## src/rtl/pipelined_shifter_if.sv

```systemverilog
// Handshake bundle for pipelined_shifter: issue side (in_*) and result side (out_*).
interface pipelined_shifter_if #(
    parameter int OPERAND_WIDTH  = 16,
    parameter int SHAMT_WIDTH    = 4,
    parameter int NUM_OPERATIONS = 3
);
    logic                      in_valid;
    logic                      in_ready;
    logic [OPERAND_WIDTH-1:0]  In;
    logic [SHAMT_WIDTH-1:0]    ShAmt;
    logic [NUM_OPERATIONS-1:0] Oper;
    logic                      out_valid;
    logic                      out_ready;
    logic [OPERAND_WIDTH-1:0]  Out;
    logic                      out_zero;
    logic                      out_illegal;

    // Environment side: issues operations and consumes results
    modport master (
        output in_valid, In, ShAmt, Oper, out_ready,
        input  in_ready, out_valid, Out, out_zero, out_illegal
    );

    // Shifter side
    modport slave (
        input  in_valid, In, ShAmt, Oper, out_ready,
        output in_ready, out_valid, Out, out_zero, out_illegal
    );
endinterface

```

## src/rtl/pipelined_shifter.sv

```systemverilog
// Pipelined logarithmic barrel shifter/rotator. An input capture register is
// followed by one registered stage per shift-amount bit; stage k moves the
// data by 2**k when its amount bit is set. The whole pipe stalls as a unit
// when the result register is full and not accepted.

// One logarithmic stage: fixed-distance shift/rotate selected by opcode.
module pipelined_shifter_stage #(
    parameter int W    = 16,
    parameter int DIST = 1,
    parameter int OW   = 3
) (
    input  logic [W-1:0]  d,
    input  logic          en,
    input  logic [OW-1:0] op,
    output logic [W-1:0]  q
);
    localparam logic [OW-1:0] OP_ROL = OW'(0);
    localparam logic [OW-1:0] OP_SLL = OW'(1);
    localparam logic [OW-1:0] OP_SRA = OW'(2);
    localparam logic [OW-1:0] OP_SRL = OW'(3);
    localparam logic [OW-1:0] OP_ROR = OW'(4);

    // Move by DIST when enabled; illegal opcodes fall through unshifted.
    // SRA fill uses the current MSB, which is still the original sign bit.
    always_comb begin
        q = d;
        if (en) begin
            case (op)
                OP_ROL:  q = {d[W-DIST-1:0], d[W-1:W-DIST]};
                OP_SLL:  q = {d[W-DIST-1:0], {DIST{1'b0}}};
                OP_SRA:  q = {{DIST{d[W-1]}}, d[W-1:DIST]};
                OP_SRL:  q = {{DIST{1'b0}}, d[W-1:DIST]};
                OP_ROR:  q = {d[DIST-1:0], d[W-1:DIST]};
                default: q = d;
            endcase
        end
    end
endmodule

module pipelined_shifter #(
    parameter int OPERAND_WIDTH  = 16,
    parameter int SHAMT_WIDTH    = 4,
    parameter int NUM_OPERATIONS = 3
) (
    input  logic                 clk,
    input  logic                 rst,
    pipelined_shifter_if.slave   bus
);
    localparam int S = SHAMT_WIDTH;
    localparam int W = OPERAND_WIDTH;
    localparam logic [NUM_OPERATIONS-1:0] OP_ROR = NUM_OPERATIONS'(4);

    // Register index 0 is the input capture; index k+1 holds the output of stage k.
    logic [S:0]                         vld_pipe;
    logic [S:0][W-1:0]                  dat_pipe;
    logic [S:0]                         ill_pipe;
    // Remaining amount bits: bit 0 of sh_pipe[k] is the bit stage k consumes.
    logic [S-1:0][S-1:0]                sh_pipe;
    logic [S-1:0][NUM_OPERATIONS-1:0]   op_pipe;
    logic [S-1:0][W-1:0]                dat_nxt;
    logic                               zero_q;
    logic                               stall;

    assign stall        = vld_pipe[S] & ~bus.out_ready;
    assign bus.in_ready = ~stall;

    for (genvar k = 0; k < S; k++) begin : g_stage
        pipelined_shifter_stage #(
            .W    (W),
            .DIST (1 << k),
            .OW   (NUM_OPERATIONS)
        ) u_stage (
            .d  (dat_pipe[k]),
            .en (sh_pipe[k][0]),
            .op (op_pipe[k]),
            .q  (dat_nxt[k])
        );
    end

    // Advance every register together unless the result is stalled; bubbles
    // travel with the data rather than being squeezed out.
    always_ff @(posedge clk) begin
        if (rst) begin
            vld_pipe <= '0;
            dat_pipe <= '0;
            ill_pipe <= '0;
            sh_pipe  <= '0;
            op_pipe  <= '0;
            zero_q   <= 1'b0;
        end else if (!stall) begin
            vld_pipe    <= {vld_pipe[S-1:0], bus.in_valid};
            ill_pipe    <= {ill_pipe[S-1:0], (bus.Oper > OP_ROR)};
            dat_pipe[0] <= bus.In;
            sh_pipe[0]  <= bus.ShAmt;
            op_pipe[0]  <= bus.Oper;
            for (int k = 0; k < S; k++) begin
                dat_pipe[k+1] <= dat_nxt[k];
            end
            for (int k = 1; k < S; k++) begin
                sh_pipe[k] <= sh_pipe[k-1] >> 1;
                op_pipe[k] <= op_pipe[k-1];
            end
            // Zero flag is registered alongside the result so it resets to 0.
            zero_q <= (dat_nxt[S-1] == '0);
        end
    end

    assign bus.out_valid   = vld_pipe[S];
    assign bus.Out         = dat_pipe[S];
    assign bus.out_zero    = zero_q;
    assign bus.out_illegal = ill_pipe[S];
endmodule

```

## src/flat_wrapper.sv

```systemverilog
// flat-port wrapper written by rule: the top's interface ports become plain ports
module pipelined_shifter_flat 
#(
    parameter int OPERAND_WIDTH  = 16,
    parameter int SHAMT_WIDTH    = 4,
    parameter int NUM_OPERATIONS = 3
)
  (clk, rst, bus_in_valid, bus_In, bus_ShAmt, bus_Oper, bus_out_ready, bus_in_ready, bus_out_valid, bus_Out, bus_out_zero, bus_out_illegal);
  pipelined_shifter_if #(.OPERAND_WIDTH(OPERAND_WIDTH), .SHAMT_WIDTH(SHAMT_WIDTH), .NUM_OPERATIONS(NUM_OPERATIONS)) bus_i ();
  input  logic clk;
  input  logic rst;
  input wire logic [$bits(bus_i.in_valid)-1:0] bus_in_valid;
  input wire logic [$bits(bus_i.In)-1:0] bus_In;
  input wire logic [$bits(bus_i.ShAmt)-1:0] bus_ShAmt;
  input wire logic [$bits(bus_i.Oper)-1:0] bus_Oper;
  input wire logic [$bits(bus_i.out_ready)-1:0] bus_out_ready;
  output wire logic [$bits(bus_i.in_ready)-1:0] bus_in_ready;
  output wire logic [$bits(bus_i.out_valid)-1:0] bus_out_valid;
  output wire logic [$bits(bus_i.Out)-1:0] bus_Out;
  output wire logic [$bits(bus_i.out_zero)-1:0] bus_out_zero;
  output wire logic [$bits(bus_i.out_illegal)-1:0] bus_out_illegal;
  assign bus_i.in_valid = bus_in_valid;
  assign bus_i.In = bus_In;
  assign bus_i.ShAmt = bus_ShAmt;
  assign bus_i.Oper = bus_Oper;
  assign bus_i.out_ready = bus_out_ready;
  assign bus_in_ready = bus_i.in_ready;
  assign bus_out_valid = bus_i.out_valid;
  assign bus_Out = bus_i.Out;
  assign bus_out_zero = bus_i.out_zero;
  assign bus_out_illegal = bus_i.out_illegal;
  pipelined_shifter #(.OPERAND_WIDTH(OPERAND_WIDTH), .SHAMT_WIDTH(SHAMT_WIDTH), .NUM_OPERATIONS(NUM_OPERATIONS)) u_core (.clk(clk), .rst(rst), .bus(bus_i));
endmodule
```

## config.mk

```make
export PLATFORM = sky130hd
export DESIGN_NAME = pipelined_shifter_flat
export DESIGN_NICKNAME = d
export VERILOG_FILES = /design/src/rtl/pipelined_shifter_if.sv /design/src/rtl/pipelined_shifter.sv /design/src/flat_wrapper.sv
export SDC_FILE = /design/constraint.sdc
export NUM_CORES = 1
export LEC_CHECK = 0
export BUFFER_PORTS_ARGS = -buffer_cell sky130_fd_sc_hd__buf_2
export CAP_MARGIN = 20
export CORE_UTILIZATION = 40
export CTS_CLUSTER_SIZE = 14
export DETAILED_ROUTE_END_ITERATION = 8
export GPL_ROUTABILITY_DRIVEN = 0
export HOLD_SLACK_MARGIN = 0.03
export SLEW_MARGIN = 20
export SYNTH_ARGS = -nofsm -noshare
export SYNTH_HDL_FRONTEND = slang
export SYNTH_HIERARCHICAL = 1
export SYNTH_SLANG_ARGS = --single-unit
```

## constraint.sdc

```tcl
create_clock -name clk -period 5 [get_ports clk]
set_clock_uncertainty 0.15 [all_clocks]
set_input_delay 0.75 -clock clk [delete_from_list [all_inputs] [get_ports clk]]
set_output_delay 0.75 -clock clk [all_outputs]
set_load 0.1 [all_outputs]
```

==> impl_metrics.py <==
metrics = {
    "outcome": {
        "outcome": "completed",
    },
    "synthesis": {
        "async_flop_share_pct": 0,
        "yosysUniqueCellTypes": 47,
        "yosysTopAreaCellShare_pct": 38.72,
        "ys_warn_count": 6,
        "synth.top_cells.by_count": "nand2_1 (249), a21oi_1 (135), dfxtp_1 (113)",
        "synth_edf_count": 0,
        "synth_area_mm2": 0.005842,
        "ys_top_cells_by_area": "dfxtp_1 (39%), nand2_1 (16%), a21oi_1 (12%)",
        "synth_top_cell_by_area": "dfxtp_1",
        "syn_area_per_cell_um2": 7.470,
        "synthAdderAreaFrac_pct": 0,
        "synth_seq_cells": 113,
        "syn_nets": 809,
        "netlist_instances": 782,
        "yosys.area_share.simple_pct": 23.07,
        "seq_area_frac_synth_pct": 38.72,
        "synth-compound-area-share_pct": 28.85,
        "synthMuxAreaShare_pct": 0,
        "synth_xor_area_share_pct": 0,
        "yosysMostFrequentCell": "nand2_1",
        "synth_ff_type": "dfxtp_1",
        "synth_top_family_by_area": "compound AO/OA/AOI/OAI gates",
    },
    "global_routing": {
        "grt_pass1_vias": 4774,
        "grt_pass1_wl_um": 22430,
        "antenna_found_initial": 0,
        "grt_start_max_net_pins": 114,
        "track_usage_pct": 18.70,
        "grt.overflow.total": 0,
    },
    "setup_path": {
        "slowest_delay_ns": 0.50,
        "critPathLaunchType": "input port",
        "crit_path_cell_trace": "buf_2 > nor2b_4 > inv_4 > buf_2",
        "cp.arrival_ns": 1.67,
        "required_ns": 4.10,
        "crit_family": "buffers and inverters",
        "crit_buf_inv": 3,
        "end_kind": "output pin",
        "slowest_stage": "buf_2",
        "cp_common_cell": "buf_2",
        "path_class": "in2out",
        "crit_fanout": 38,
    },
    "cts": {
        "cts.reportedPaths.clkPinSlew_ns": 0.05,
        "htreeDepth": 4,
        "clockRootBuffer": "clkbuf_16",
        "clock_latency_ns": 0.42,
        "cts_made_buffers": 17,
        "postCtsSetupBuffers": 0,
        "cts_hold_repair.buffers": 0,
        "clock-sinks": 113,
        "clockBufferDepth": 2,
        "cts_tree": "built",
        "cts_resized": 0,
    },
    "timing": {
        "drv_slew": 0,
        "hold_viol_final": 0,
        "holdWs_ns": 0.2986,
        "fin_crit_ns": 2.566,
        "rsz0062_at_grt": "no",
        "tightest_slew_ns": 0.8988,
        "timing.fmax_ghz": 0.3898,
        "fin_crit_sh_pct": 51.31,
        "relSlewSlack_pct": 39.86,
        "tns_ns": 0,
        "finalSetupViolCount": 0,
        "setup_ws_ns": 2.434,
    },
    "floorplanning": {
        "die_w_um": 122.9,
        "die_h_um": 122.9,
        "die-area_mm2": 0.01509,
        "rows": 43,
        "fp.coreArea_mm2": 0.01404,
        "ios": 47,
        "initial_core_util_pct": 41.60,
    },
    "drt": {
        "ant_nets": 0,
        "routed_via_density": 5.448,
        "drc_errors": 0,
        "vias": 5257,
        "drt_iter0_drc": 409,
        "dr.pass1.iters": 6,
        "wl_um": 13450,
        "wl_per_cell_um": 13.94,
    },
    "placed_design": {
        "post-place-ws_ns": 2.430,
        "hpwl_um": 8692,
        "io_buffers": 46,
        "place_inst": 934,
    },
    "run": {
        "cap_violations": 0,
    },
    "power_and_ir_drop": {
        "cellLeakagePower_nw": 2.342,
        "ir_worst_vdd_mv": 0.2376,
        "power-per-cell-area_mw_per_mm2": 392.1,
    },
    "finish": {
        "antenna_cells": 0,
        "post-route-util_pct": 45.74,
        "fillers": 1408,
        "drive_above_1_share_pct": 16.43,
        "areaGrowthSynthToFinish_pct": 9.938,
        "nNetsFinal": 800,
        "instances_no_fill": 965,
    },
    "hold_path": {
        "hold_class": "reg2reg",
    },
}
## area by class of cell
cell class	instances	area, um^2	area share [%]
multi-input combinational	586	3033	47.22
sequential	113	2262	35.22
clock buffer	20	456.7	7.111
timing repair buffer	49	259.0	4.033
tap	180	225.2	3.507
clock inverter	11	161.4	2.513
inverter	6	25.02	0.3896
## state kept, by name (all words and copies together) (netlist names)
signal and count:
u_core/bus.Out 16, u_core/bus.out_zero 1, u_core/dat_pipe 64, u_core/ill_pipe 5
u_core/op_pipe 12, u_core/sh_pipe 10, u_core/vld_pipe 5
## worst min-delay path, cell delays in order (launching register included)
cell,delay (ns)
dfxtp_1,0.30
nand2_1,0.05
a21oi_1,0.05
## per-stage QoR
step / power, mW / area [um^2]
global placement: 1.263 / 5801
detailed placement: 1.269 / 5801
CTS: 2.538 / 6419
floorplan: 1.222 / 5842
global route: 2.610 / 6422
finish: 2.518 / 6422
## routing by layer
layer  global-route usage (%)  wire length, um
met3                    4.647              735
met5                        0                0
met1                    25.07             6395
met2                    28.16             6079
met4                    8.460              238
## cell families after synthesis
logic type | count (synthesis)
compound gates | 268
buf+inv | 83
simple gates | 318
flops | 113
## worst paths after layout
kind | startpoint | to | slack, ns | cells past startpoint
min reg2reg | u_core/bus.Out[4] | u_core/bus.Out[4] | 0.30 | 2
min | u_core/bus.Out[4] | u_core/bus.Out[4] | 0.30 | 2
max | bus_out_ready | bus_in_ready | 2.43 | 4
max reg2reg | u_core/op_pipe[7] | u_core/dat_pipe[57] | 2.78 | 5
## power breakdown
part           total, mW  switching [mW]  internal (mW)  leakage [nW]
Combinational      0.253           0.163         0.0902          1.11
Clock               1.26           0.413          0.851         0.305
Sequential          1.00          0.0527          0.948         0.928
## cells in the final DEF, fill, tap and decap left out, types with 3 or more instances in the layout
cell       instances
nand2_1          249
a21oi_1          135
dfxtp_1          113
buf_2             45
a31oi_1           32
nor2_1            23
o21ai_0           23
a21oi_2           19
clkbuf_16         17
a22oi_1           16
nand2_2           10
o21ai_1           10
a2bb2oi_2          8
a22o_1             8
nand3b_1           6
nand2b_1           6
nor2b_1            6
clkinv_2           5
inv_1              5
bufinv_16          4
a21o_1             4
buf_4              3
nor4_1             3
nand3_1            3
and2_1             3
(Power assumes the default switching activity.)
